<file path="config.mk">
export PLATFORM = sky130hd
export DESIGN_NAME = iob_cache_read_channel_wrap
export DESIGN_NICKNAME = d
export VERILOG_FILES = /design/src/rtl/iob_cache_wrap_cnt.sv /design/src/rtl/iob_cache_read_channel_wrap.sv
export SDC_FILE = /design/constraint.sdc
export NUM_CORES = 1
export LEC_CHECK = 0
export CAP_MARGIN = 40
export CELL_PAD_IN_SITES_DETAIL_PLACEMENT = 0
export CELL_PAD_IN_SITES_GLOBAL_PLACEMENT = 1
export CORE_MARGIN = 2
export CORE_UTILIZATION = 32
export CTS_CLUSTER_DIAMETER = 150
export DETAILED_ROUTE_END_ITERATION = 12
export PLACE_DENSITY_LB_ADDON = 0.25
export SKIP_LAST_GASP = 1
export SYNTH_ARGS = -nofsm -noshare
export SYNTH_HDL_FRONTEND = slang
export SYNTH_HIERARCHICAL = 1
export SYNTH_SLANG_ARGS = --single-unit
</file>
<file path="constraint.sdc">
create_clock -name clk_i -period 2.5 [get_ports clk_i]
set_clock_uncertainty 0.15 [all_clocks]
set_input_delay 0.5 -clock clk_i [delete_from_list [all_inputs] [get_ports clk_i]]
set_output_delay 0.5 -clock clk_i [all_outputs]
set_load 0.02 [all_outputs]
</file>
<file path="src/rtl/iob_cache_wrap_cnt.sv">
// Beat sequencer for a line refill: counts acknowledged beats and offsets
// them by the starting beat so the fill wraps around the line boundary.
module iob_cache_wrap_cnt #(
    parameter int LINE2BE_W = 2
) (
    input  logic                 clk,
    input  logic                 reset,
    input  logic                 clear,
    input  logic                 inc,
    input  logic [LINE2BE_W-1:0] start_beat,
    output logic [LINE2BE_W-1:0] beat,
    output logic                 last
);

    logic [LINE2BE_W-1:0] cnt;

    // Beats acknowledged so far in the current fill; restarts on each new refill.
    always_ff @(posedge clk) begin
        if (reset || clear) begin
            cnt <= '0;
        end else if (inc) begin
            cnt <= cnt + LINE2BE_W'(1);
        end
    end

    // Natural overflow of the LINE2BE_W-bit sum gives the modulo-NBEATS wrap.
    assign beat = start_beat + cnt;
    assign last = &cnt;

endmodule

</file>
<file path="src/rtl/iob_cache_read_channel_wrap.sv">
// Cache line refill read channel: fetches one line from the back-end beat by
// beat, optionally starting at the missed beat (critical word first) and
// wrapping, and writes each beat into the line with a registered write port.

// Defaults normally come from the shared iob_cache_conf.vh; these fallbacks
// keep the module usable when that header has not already been included.
`ifndef IOB_CACHE_ADDR_W
`define IOB_CACHE_ADDR_W 24
`endif
`ifndef IOB_CACHE_DATA_W
`define IOB_CACHE_DATA_W 32
`endif
`ifndef IOB_CACHE_BE_ADDR_W
`define IOB_CACHE_BE_ADDR_W 24
`endif
`ifndef IOB_CACHE_BE_DATA_W
`define IOB_CACHE_BE_DATA_W 32
`endif
`ifndef IOB_CACHE_WORD_OFFSET_W
`define IOB_CACHE_WORD_OFFSET_W 2
`endif

module iob_cache_read_channel_wrap #(
    parameter int FE_ADDR_W     = `IOB_CACHE_ADDR_W,
    parameter int FE_DATA_W     = `IOB_CACHE_DATA_W,
    parameter int BE_ADDR_W     = `IOB_CACHE_BE_ADDR_W,
    parameter int BE_DATA_W     = `IOB_CACHE_BE_DATA_W,
    parameter int WORD_OFFSET_W = `IOB_CACHE_WORD_OFFSET_W,
    parameter int CWF           = 1,
    localparam int BE_NBYTES_W  = $clog2(BE_DATA_W / 8),
    localparam int LINE2BE_W    = WORD_OFFSET_W - $clog2(BE_DATA_W / FE_DATA_W),
    localparam int BEAT_W       = (LINE2BE_W > 0) ? LINE2BE_W : 1
) (
    input  logic                           clk_i,
    input  logic                           reset_i,
    input  logic                           replace_valid_i,
    input  logic [FE_ADDR_W-BE_NBYTES_W-1:0] replace_addr_i,
    output logic                           replace_o,
    output logic                           read_valid_o,
    output logic [BEAT_W-1:0]              read_addr_o,
    output logic [BE_DATA_W-1:0]           read_rdata_o,
    output logic                           crit_valid_o,
    output logic [BE_ADDR_W-1:0]           be_addr_o,
    output logic                           be_valid_o,
    input  logic                           be_ack_i,
    input  logic [BE_DATA_W-1:0]           be_rdata_i
);

    localparam int WORD_W = FE_ADDR_W - BE_NBYTES_W;

    localparam logic [1:0] IDLE  = 2'd0;
    localparam logic [1:0] FILL  = 2'd1;
    localparam logic [1:0] DRAIN = 2'd2;

    logic [1:0]          state;
    logic [WORD_W-1:0]   word_addr;
    logic                first_beat;
    logic                accept;
    logic                fill_ack;
    logic [BEAT_W-1:0]   cur_beat;
    logic                last_beat;
    logic [WORD_W-1:0]   fetch_word;
    logic [FE_ADDR_W-1:0] fetch_byte;

    assign accept   = (state == IDLE) && replace_valid_i;
    assign fill_ack = (state == FILL) && be_ack_i;

    generate
        if (LINE2BE_W > 0) begin : g_wrap
            logic [LINE2BE_W-1:0] start_beat;

            assign start_beat = (CWF != 0) ? word_addr[LINE2BE_W-1:0] : '0;

            iob_cache_wrap_cnt #(
                .LINE2BE_W (LINE2BE_W)
            ) u_wrap_cnt (
                .clk        (clk_i),
                .reset      (reset_i),
                .clear      (accept),
                .inc        (fill_ack),
                .start_beat (start_beat),
                .beat       (cur_beat),
                .last       (last_beat)
            );

            // Keep the line tag, replace the beat field with the beat being fetched.
            assign fetch_word = {word_addr[WORD_W-1:LINE2BE_W], cur_beat};
        end else begin : g_single
            // A line is one back-end beat: nothing to sequence.
            assign cur_beat   = '0;
            assign last_beat  = 1'b1;
            assign fetch_word = word_addr;
        end
    endgenerate

    assign fetch_byte = {fetch_word, {BE_NBYTES_W{1'b0}}};
    assign be_addr_o  = BE_ADDR_W'(fetch_byte);
    assign be_valid_o = (state == FILL);
    assign replace_o  = (state != IDLE);

    // Refill sequencing: IDLE accepts a miss, FILL runs until the last beat is
    // acked, DRAIN covers the final write-back cycle before returning to IDLE.
    always_ff @(posedge clk_i) begin
        if (reset_i) begin
            state      <= IDLE;
            first_beat <= 1'b0;
        end else begin
            case (state)
                IDLE: begin
                    if (replace_valid_i) begin
                        state      <= FILL;
                        first_beat <= 1'b1;
                    end
                end
                FILL: begin
                    if (be_ack_i) begin
                        first_beat <= 1'b0;
                        if (last_beat) begin
                            state <= DRAIN;
                        end
                    end
                end
                DRAIN:   state <= IDLE;
                default: state <= IDLE;
            endcase
        end
    end

    // Miss address captured once per refill; it holds steady for the whole fill.
    always_ff @(posedge clk_i) begin
        if (accept) begin
            word_addr <= replace_addr_i;
        end
    end

    // Registered write-back of each acknowledged beat into the line.
    always_ff @(posedge clk_i) begin
        if (reset_i) begin
            read_valid_o <= 1'b0;
            crit_valid_o <= 1'b0;
            read_addr_o  <= '0;
            read_rdata_o <= '0;
        end else begin
            read_valid_o <= fill_ack;
            crit_valid_o <= fill_ack && first_beat;
            if (fill_ack) begin
                read_addr_o  <= cur_beat;
                read_rdata_o <= be_rdata_i;
            end
        end
    end

endmodule
</file>
# == Word level (Yosys, flattened, before mapping) ==
# Cells that the tools add are included.
# word_totals
ff_bits,63
latchBits,0
ramBits,0
rom_bits,0
in_bits,58
out_inout_bits,62
word_cells,31
n_memories,0
# op_classes
add_sub_neg,2
multipliers,0
div_mod_pow,0
n_lt_le_gt_ge,0
eq_ne,4
shift,0
muxes,7
bitwise,0
n_reduce_logical,10
# op_table
operator,count
$mux 2,3
$reduce_and 3->1,2
$ne 2x1->1 const B,2
$pmux 2 s2,1
$reduce_bool 2->1,2
$logic_and 1x1->1,3
$add 2x1->2 const B,1
$add 2x2->2,1
$eq 2x1->1 const B,1
$logic_not 2->1,1
$mux 1,2
$ne 2x2->1 const B,1
$pmux 1 s2,1
$reduce_and 2->1,1
$logic_or 1x1->1,1

# == Logic depth before layout (Yosys ltp) ==
# depth
depth_word,4
ltp_mapped,5
mapped_depth_nobuf,5

# == Modules after synthesis ==
# The synthesis kept the hierarchy.
# modules_own_cells
module,n_inst,cells_per_inst,area_per_inst_um2,seq_area_each_um2
iob_cache_read_channel_wrap,1,213,2585.0,1441.4
iob_cache_wrap_cnt,1,10,121.4,40.0

# == Worst setup path after synthesis ==
# Ideal clock, no wire load.
# synth_path
path_type,reg2reg
from,register state[0]
to,register word_addr[0] (enable)
setup_ps,406
arrival_ps,1766
required_ps,1944
slack_ps,178
stages_incl_launch_ff,3
path_buffers,0
period_less_slack_ps,2322
path_cell_list,dfxtp_1 -> or2_2 -> nor2_1
# synth_between
elab_chain_len,2
# synth_lines
element,line,rtl
start: declaration,iob_cache_read_channel_wrap.sv:55,logic [1:0] state;
start signal: assignment,iob_cache_read_channel_wrap.sv:105,state <= IDLE;
start signal: assignment,iob_cache_read_channel_wrap.sv:111,state <= FILL;
start signal: assignment,iob_cache_read_channel_wrap.sv:119,state <= DRAIN;
$logic_not 2->1,iob_cache_read_channel_wrap.sv:65,assign accept = (state == IDLE) && replace_valid_i;
$logic_and 1x1->1,iob_cache_read_channel_wrap.sv:65,
via accept,iob_cache_read_channel_wrap.sv:58,logic accept;
end signal: assignment,iob_cache_read_channel_wrap.sv:132,word_addr <= replace_addr_i;
end: declaration,iob_cache_read_channel_wrap.sv:56,logic [WORD_W-1:0] word_addr;
# The timed path passes the listed nets, and every way through them passes these cells.
# A chain may end at the register's enable or synchronous reset.

# == Final worst setup path ==
# layout_path
from,register word_addr[0]
to,output be_addr_o[2]
# layout_between
elab_chain_len,1
# layout_lines
element,line,rtl
$add 2x2->2,iob_cache_wrap_cnt.sv:27,assign beat = start_beat + cnt;
end: declaration,iob_cache_read_channel_wrap.sv:43,"output logic [BE_ADDR_W-1:0] be_addr_o,"
# No other way between the ends.

==> reports/metrics.csv <==
metric,value,unit
yosys-top-cells-area,"dfxtp_1 (30%), edfxtp_1 (24%), nand2b_1 (16%)",
syn_inst,223,
root_buffer,clkbuf_8,
critPathCaptureType,output pin,
critPathLaunchType,flip-flop,
cts-buffers-inserted,9,
p_seq_share,45.9,%
max_stage_delay,0.62,ns
die_w,95.97,um
fillerInstances,772,
avgRoutedWirePerCell,12.15,um
timing.fmax,439.7,MHz
p_sw_share,23.57,%
grt_pass1_wl,8231,um
fin_area,4014,um2
p_per_area,614.8,nW/um2
layout_common_cells,"clkdlybuf4s50_1 (115), nand2b_1 (69), dfxtp_1 (41)",
gp_congestion,0.6414,
cp.required,1.85,ns
yosysSeqAreaShare,54.74,%
synth.cell_area,2706,um2
synth_top_area_share,30.33,%
critPathArrivalTime,1.62,ns
yosysWarnings,6,
path_class,reg -> out,
area.growth.synth_to_final,48.31,%
initial_core_util,32.94,%
wirelength,5260,um
vias_per_cell,4.166,
cts_tree,yes,
die_y,95.97,um
hpwl,3801,um
synth_edf_count,22,
period_share,90.98,%
overflow,0,
yosysUniqueCellTypes,25,
setup_viol,0,
critPathBufInv,1,
grt_max_degree,36,
cpMaxStageDelayCell,clkdlybuf4s50_1,
hold_path_class,reg -> reg,
seq_area,1481,um2
clock-sinks,63,
setup_tns,0,ns
finalMaxSlewViolations,0,
cp_top_family,buffers and inverters,
drc_errors,0,
syn_avg_cell_area,12.14,um2
synth-async-reset-ratio,0,%
peakVddDrop,0.2005,mV
clock_latency,0.33,ns
ys_seq_elements,63,
internal_power,0.001886,W
status,"complete, no violations",
die-area,9209,um2
antenna_found_initial,0,
grt_pass1_vias,1698,
htree_levels,3,
ant_nets,0,
yosys.area.top_type,dfxtp_1,
track_usage,11.97,%
rsz0062_at_grt,no,
period_needed,2.275,ns
path_clk_slew,0.07,ns
cp_max_fo,2,
crit_chain,"ha_1, clkdlybuf4s50_1",
port_buffers,117,
place_area,3794,um2
cts_buffer_depth,2,
core,8217,um2
multi_input_comb_area,957.2,um2
first_pass_iters,4,
hold_viol_final,0,
vias,1804,
clockPowerShare,39.3,%
ys.flop_type,dfxtp_1,
netSwitchingPower,0.0005817,W
post_cts_buffers,0,
drive_gt1_share,8.841,%
final_common_cell,clkdlybuf4s50_1,
power.share.combinational,14.8,%
drtIter0Drc,44,
drv_cap,0,
p_leak,1.448,nW
final_nets,383,
num_rows,33,
io_pins,120,
antenna_cells,0,
synthesized netlist by cell type, types with 2 or more instances:
cell type	number
inv_1	2
xnor2_1	3
edfxtp_1	22
dfxtp_1	41
nand2b_1	69
mux2i_1	35
nor3_2	2
nor2_1	2
clkbuf_1	7
buf_4	22
buf_12	3
ha_1	2
per-layer routing:
layer	part of all wire [%]	GRT usage (%)
met3	13	6.343
met5	0	0
met2	40	17.07
met4	2.1	6.786
met1	44	14.31
per-stage QoR:
stage / instances / hold WS [ns] / total power [W] / setup slack, ns / util, %
5_1_grt: 433 / 0.3459 / 0.002589 / 0.1278 / 48.85
3_3_place_gp: 417 / 0.3073 / 0.001523 / 0.3119 / 46.17
6_report: 433 / 0.3214 / 0.002468 / 0.2255 / 48.85
2_1_floorplan: 224 / 0.2967 / 0.001356 / 0.1778 / -
4_1_cts: 433 / 0.3267 / 0.002516 / 0.1907 / 48.85
3_5_place_dp: 417 / 0.3092 / 0.001528 / 0.3004 / 46.17
worst register-to-register path, cell delays in order, from the launching register on:
cell and delay, ns:
dfxtp_1 0.35, or2_2 0.32, nor2_2 0.08, buf_4 0.29
sequential cells by signal, summed over array words and instances, names as in the netlist:
| name | cells |
|---|---|
| read_rdata_o | 32 |
| word_addr | 22 |
| g_wrap.u_wrap_cnt/cnt | 2 |
| read_addr_o | 2 |
| state | 2 |
| crit_valid_o | 1 |
| first_beat | 1 |
| read_valid_o | 1 |
cell families after synthesis:
group / Yosys count / share of synthesized area (%)
muxes: 35 / 12.95
DFF: 63 / 54.74
and+or+nand+nor: 82 / 19.56
adders and majority gates: 2 / 0.9245
other: 1 / 0.1386
xor gates and xnor gates: 3 / 0.9711
buffers and inverters: 36 / 10.17
AOI/OAI and AO/OA: 1 / 0.5546
layout make-up:
class,count,area share (%)
clock buffer,9,3.086
clock inverter,7,2.431
inverter,2,0.1870
multi-input combinational,125,23.85
sequential,63,36.91
tap,105,3.273
timing repair buffer,122,30.27
power by group through the flow:
stage          Sequential (W)  Clock (W)  Combinational [W]
2_1_floorplan         0.00119          0           0.000171
3_3_place_gp          0.00115          0           0.000369
3_5_place_dp          0.00115          0           0.000373
4_1_cts               0.00113    0.00101           0.000373
5_1_grt               0.00114    0.00106           0.000395
6_report              0.00113   0.000969           0.000366
path summary, 6_finish.rpt:
path | start | slack (ns) | cells after the start | to
max | word_addr[0] | 0.23 | 2 | be_addr_o[2]
min | read_rdata_o[16] | 0.32 | 2 | read_rdata_o[16]
max reg2reg | state[0] | 0.98 | 3 | word_addr[20]
min reg2reg | read_rdata_o[16] | 0.32 | 2 | read_rdata_o[16]
what timing repair did:
item                                    in CTS  in global routing
hold buffers                                 0                  0
gates resized for setup                      1                  0
endpoints found under the setup margin       1                  0
No activity file was read; power rests on OpenSTA's default activity.
